[config.mk]
export PLATFORM = sky130hd
export DESIGN_NAME = pipe_stage
export DESIGN_NICKNAME = d
export VERILOG_FILES = /design/src/rtl/pipe_pkg.sv /design/src/rtl/pipe_sat_counter.sv /design/src/rtl/pipe_stage.sv
export SDC_FILE = /design/constraint.sdc
export NUM_CORES = 1
export LEC_CHECK = 0
export ABC_AREA = 0
export CAP_MARGIN = 15
export CORE_ASPECT_RATIO = 0.75
export CORE_MARGIN = 5
export CORE_UTILIZATION = 39
export CTS_CLUSTER_DIAMETER = 200
export DETAILED_ROUTE_END_ITERATION = 8
export PLACE_DENSITY = 0.78
export SYNTH_ARGS = -nofsm -noshare
export SYNTH_HDL_FRONTEND = slang
export SYNTH_SLANG_ARGS = --single-unit
export TNS_END_PERCENT = 20
[constraint.sdc]
create_clock -name clk -period 1.9 [get_ports clk]
set_input_delay 0.57 -clock clk [delete_from_list [all_inputs] [get_ports clk]]
set_output_delay 0.57 -clock clk [all_outputs]
set_load 0.005 [all_outputs]
[src/rtl/pipe_pkg.sv]
// Shared types and constants for the generic MIPS pipeline stage register.
// Used by pipe_stage (optional skid build selected with PIPE_STAGE_SKID_EN).
package pipe_pkg;

    typedef enum logic [1:0] {
        EMPTY = 2'd0,
        ONE   = 2'd1,
        TWO   = 2'd2
    } pipe_state_t;

    localparam int PIPE_DATA_W = 128;
    localparam int PIPE_CTRL_W = 9;
    localparam int PIPE_CNT_W  = 16;

    // Bit positions of the core control field carried in in_ctrl.
    localparam int CTRL_REG_DST    = 0;
    localparam int CTRL_ALU_SRC    = 1;
    localparam int CTRL_MEM_TO_REG = 2;
    localparam int CTRL_REG_WRITE  = 3;
    localparam int CTRL_MEM_READ   = 4;
    localparam int CTRL_MEM_WRITE  = 5;
    localparam int CTRL_BRANCH     = 6;
    localparam int CTRL_ALU_OP_LO  = 7;
    localparam int CTRL_ALU_OP_HI  = 8;

    function automatic logic [1:0] state_occupancy(input pipe_state_t s);
        case (s)
            ONE:     return 2'd1;
            TWO:     return 2'd2;
            default: return 2'd0;
        endcase
    endfunction

endpackage

[src/rtl/pipe_sat_counter.sv]
// Saturating up-counter: increments on inc_i, sticks at all-ones.
// Synchronous active-low reset.
module pipe_sat_counter #(
    parameter int WIDTH = 16
) (
    input  logic             clk_i,
    input  logic             rst_ni,
    input  logic             inc_i,
    output logic [WIDTH-1:0] cnt_o
);

    logic [WIDTH-1:0] cnt_q, cnt_d;

    always_comb begin
        cnt_d = cnt_q;
        if (inc_i && (cnt_q != {WIDTH{1'b1}}))
            cnt_d = cnt_q + {{(WIDTH-1){1'b0}}, 1'b1};
    end

    always_ff @(posedge clk_i) begin
        if (!rst_ni)
            cnt_q <= '0;
        else
            cnt_q <= cnt_d;
    end

    assign cnt_o = cnt_q;

endmodule

[src/rtl/pipe_stage.sv]
// Generic valid/ready pipeline stage register with flush, bubble gating and stall counter.
// Define PIPE_STAGE_SKID_EN for the two-entry skid build with registered in_ready.
module pipe_stage
    import pipe_pkg::*;
#(
    parameter int DATA_W = PIPE_DATA_W,
    parameter int CTRL_W = PIPE_CTRL_W,
    parameter int CNT_W  = PIPE_CNT_W
) (
    input  logic              clk,
    input  logic              reset,
    input  logic              flush,
    input  logic              in_valid,
    output logic              in_ready,
    input  logic [DATA_W-1:0] in_data,
    input  logic [CTRL_W-1:0] in_ctrl,
    output logic              out_valid,
    input  logic              out_ready,
    output logic [DATA_W-1:0] out_data,
    output logic [CTRL_W-1:0] out_ctrl,
    output logic [1:0]        occupancy,
    output logic [CNT_W-1:0]  stall_cnt
);

    pipe_state_t       state_q, state_d;
    logic [DATA_W-1:0] main_data_q, main_data_d;
    logic [CTRL_W-1:0] main_ctrl_q, main_ctrl_d;
    logic              in_fire, out_fire;

    assign out_valid = (state_q != EMPTY);
    assign out_fire  = out_valid & out_ready;
    assign in_fire   = in_valid & in_ready;

`ifdef PIPE_STAGE_SKID_EN
    logic [DATA_W-1:0] skid_data_q, skid_data_d;
    logic [CTRL_W-1:0] skid_ctrl_q, skid_ctrl_d;
    logic              in_ready_q;

    assign in_ready = in_ready_q;

    always_comb begin
        state_d     = state_q;
        main_data_d = main_data_q;
        main_ctrl_d = main_ctrl_q;
        skid_data_d = skid_data_q;
        skid_ctrl_d = skid_ctrl_q;
        case (state_q)
            EMPTY: begin
                if (in_fire) begin
                    state_d     = ONE;
                    main_data_d = in_data;
                    main_ctrl_d = in_ctrl;
                end
            end
            ONE: begin
                if (in_fire && out_fire) begin
                    main_data_d = in_data;
                    main_ctrl_d = in_ctrl;
                end else if (in_fire) begin
                    state_d     = TWO;
                    skid_data_d = in_data;
                    skid_ctrl_d = in_ctrl;
                end else if (out_fire) begin
                    state_d = EMPTY;
                end
            end
            TWO: begin
                if (out_fire) begin
                    state_d     = ONE;
                    main_data_d = skid_data_q;
                    main_ctrl_d = skid_ctrl_q;
                end
            end
            default: state_d = EMPTY;
        endcase
        // Squash wins over everything; any entry accepted this cycle is dropped.
        if (flush) begin
            state_d     = EMPTY;
            main_data_d = main_data_q;
            main_ctrl_d = main_ctrl_q;
            skid_data_d = skid_data_q;
            skid_ctrl_d = skid_ctrl_q;
        end
    end

    always_ff @(posedge clk) begin
        if (!reset) begin
            skid_data_q <= '0;
            skid_ctrl_q <= '0;
            in_ready_q  <= 1'b1;
        end else begin
            skid_data_q <= skid_data_d;
            skid_ctrl_q <= skid_ctrl_d;
            in_ready_q  <= (state_d != TWO);
        end
    end
`else
    assign in_ready = ~out_valid | out_ready;

    always_comb begin
        state_d     = state_q;
        main_data_d = main_data_q;
        main_ctrl_d = main_ctrl_q;
        if (in_fire) begin
            state_d     = ONE;
            main_data_d = in_data;
            main_ctrl_d = in_ctrl;
        end else if (out_fire) begin
            state_d = EMPTY;
        end
        if (flush) begin
            state_d     = EMPTY;
            main_data_d = main_data_q;
            main_ctrl_d = main_ctrl_q;
        end
    end
`endif

    always_ff @(posedge clk) begin
        if (!reset) begin
            state_q     <= EMPTY;
            main_data_q <= '0;
            main_ctrl_q <= '0;
        end else begin
            state_q     <= state_d;
            main_data_q <= main_data_d;
            main_ctrl_q <= main_ctrl_d;
        end
    end

    // Control bits of a bubble must never reach the next stage.
    assign out_data  = main_data_q;
    assign out_ctrl  = out_valid ? main_ctrl_q : '0;
    assign occupancy = state_occupancy(state_q);

    pipe_sat_counter #(
        .WIDTH (CNT_W)
    ) u_stall_cnt (
        .clk_i  (clk),
        .rst_ni (reset),
        .inc_i  (out_valid & ~out_ready),
        .cnt_o  (stall_cnt)
    );

endmodule

==> impl_results.md <==
* Outcome: completed
* CP max FO at 6
* Initial Util at 39.5%
* Crit-path leading delay family: buffers and inverters
* Post-layout min period at between 1.5 and 2 ns
* Placed Instances at 1202
* Grt ovf at 0
* Drt first pass iters at 4
* Period utilization at 97.8%
* P&R area growth vs syn at 71.7%
* Max frequency at 538 MHz
* Avg Inst Size Synth at 7.95 um^2
* CTS Sinks at 154
* Share of the synthesized area in the top cell type at 54.4%
* Worst Path Arrival at 1.29 ns
* Mapped Cells at 713
* Nets at 1164
* WP data required at 1.33 ns
* Core area at 14400 um^2
* Placed Area at 9120 um^2
* CTS max path bufs at 2
* Setup violators final at 0
* Maxcap violations at 0
* Initial antenna violation count at 0
* Worst Setup Start Kind: flip-flop
* Via count at 5876
* Vias in the first global route at 5648
* Non-filler instance count after layout at 1234
* Post-route ant nets at 0
* Ys async rst share at 0%
* Top FF cell, synth: dfxtp_1
* Initial DRC count at 321
* Largest net degree at the start of global routing at 57
* Fillers at roughly 1200
* H-tree levels at 4
* Distinct cells, synth at 43
* WL/cell at ~15 um
* CTS tree: yes
* CTS Buf Count at 17
* Clk_skew at 0.00999 ns
* Gpl congestion at 0.827
* Hold Path Class: reg2reg
* Crit path capture type: output port
* Leak at approximately 3.9 nW
* Drt via density at 4.76
* CP Class: reg2out
* Drt drc at 0
* DP HPWL at 14100 um
* WP buf/inv at 1
* Clk pin slew, worst setup/hold paths at 0.06 ns
* Mapped Area at 5670 um^2
* Final Hold Fails at 0
* Share of cells above drive strength 1 at 9.38%
* Cell Pwr Density at 787 nW/um^2
* Area leader, netlist: dfxtp_1
* ANT cells at 0
* Seq/Total Area, Yosys at between 50% and 60%
* Seq cells post-synth at 154
* DIE WIDTH at 149 um
* CP max stage cell: clkdlybuf4s50_1
* EDFF count, synth at 0
* Minimum hold slack at roughly 0.45 ns
* Skew-Pair Late Insertion Delay at 0.41 ns
* Unrepaired setup endpoints after global routing: true
* Slew Viols, Final at 0
* Die area at 17100 um^2
* Rows at 38
* Post-CTS setup buffer count at 0
* Clk root buf: clkbuf_16
* Sequential cell area at 3110 um^2
* Total power at 0.00766 W
* I/O pins at 299
* Number of hold buffers added after CTS at 0
* Syn. warnings at 0
* Peak VDD IR at 573 uV
* Post-synth top cells: nand2_1, dfxtp_1, a21oi_1
* Top cells by area, synth: dfxtp_1, nand2_1, a21oi_1, buf_2, clkbuf_1
* Multi-input logic area at 2310 um^2
* Top-count cell post-synth: nand2_1
* Finished Cell Area at 9740 um^2
* Vert. Die Dim at 114 um
* Max incr delay on CP at between 0.5 and 0.6 ns
* DRT Wirelength at 18900 um
* CP Cell Sequence: clkdlybuf4s50_1
* Synthesized Nets at 856
* Port-buffer cells at 297
* GRT Util Overall at 21.2%
* Setup_tns at 0 ns
* First-pass GRT wire length at 28800 um
## cells by family (layout without fill, tap and decap cells)
group                    Yosys count  count (layout)  share of synthesized area (%)
multiplexers                       1               1                          0.177
adder cells (fa/ha/maj)            1               1                          0.221
AO/OA/AOI/OAI                    163             163                           15.2
AND/OR/NAND/NOR                  337             337                           25.0
buffers and inverters             56             377                           4.90
other                              1               1                         0.0661
flip-flops                       154             154                           54.4
## through the flow
step	setup WS (ns)	util [%]
after global placement	-0.441	63.5
after CTS	0.000448	67.4
after global routing	-0.00655	67.8
final	0.0413	67.8
after floorplan	0.170	-
after detailed placement	-0.453	63.5
## final timing paths
check	end	depth (start not counted)	slack, ns	from
max	stall_cnt[10]	1	0.04	u_stall_cnt.cnt_o[10]$_SDFFE_PN0P_
min	out_data[57]$_SDFFE_PN0P_	2	0.45	out_data[57]$_SDFFE_PN0P_
max reg2reg	out_data[38]$_SDFFE_PN0P_	8	0.19	state_q[0]$_SDFFE_PP0P_
min reg2reg	out_data[57]$_SDFFE_PN0P_	2	0.45	out_data[57]$_SDFFE_PN0P_
## layout by cell type (no fill, tap or decap), types with 5 or more instances in the layout
cell type        instances
dfxtp_2                 10
dfxtp_1                140
clkdlybuf4s50_1        260
dlymetal6s2s_1          17
buf_4                   31
clkinvlp_4               5
clkbuf_16               17
and2_1                  10
dlygate4sd2_1           17
a21oi_1                145
nand3_1                  7
buf_12                  12
nand2_1                283
nand4_1                  8
## flip-flops by register name, indices dropped and copies added (netlist names)
signal,flops
out_data,128
main_ctrl_q,9
u_stall_cnt.cnt_o,16
state_q,1
## power by group
part | internal [W] | switching (W) | total, W
Sequential | 0.00336 | 0.0000658 | 0.00343
Combinational | 0.000620 | 0.000386 | 0.00101
Clock | 0.00185 | 0.00138 | 0.00323
Total | 0.00583 | 0.00183 | 0.00766
## area by class of cell
type	instances	share of cell area, %
Timing Repair Buffer	341	35.7
Sequential cell	154	31.9
Multi-Input combinational cell	503	23.8
Clock buffer	20	4.59
Tap cell	200	2.57
Clock inverter	12	1.20
Inverter	4	0.180
## per-layer routing
metal | vias up | GRT usage, % | routed length (um)
li1 | 2966 | - | -
met1 | 2676 | 23.7 | 7450
met2 | 215 | 36.1 | 9030
met3 | 19 | 10.4 | 2130
met4 | 0 | 5.79 | 293
met5 | - | 0 | 0
## repair_timing
item	4_1_cts	5_1_grt
resized for setup	39	23
setup endpoints to repair	28	22
endpoints found under the hold margin	0	0
No activity file was read; power rests on OpenSTA's default activity.
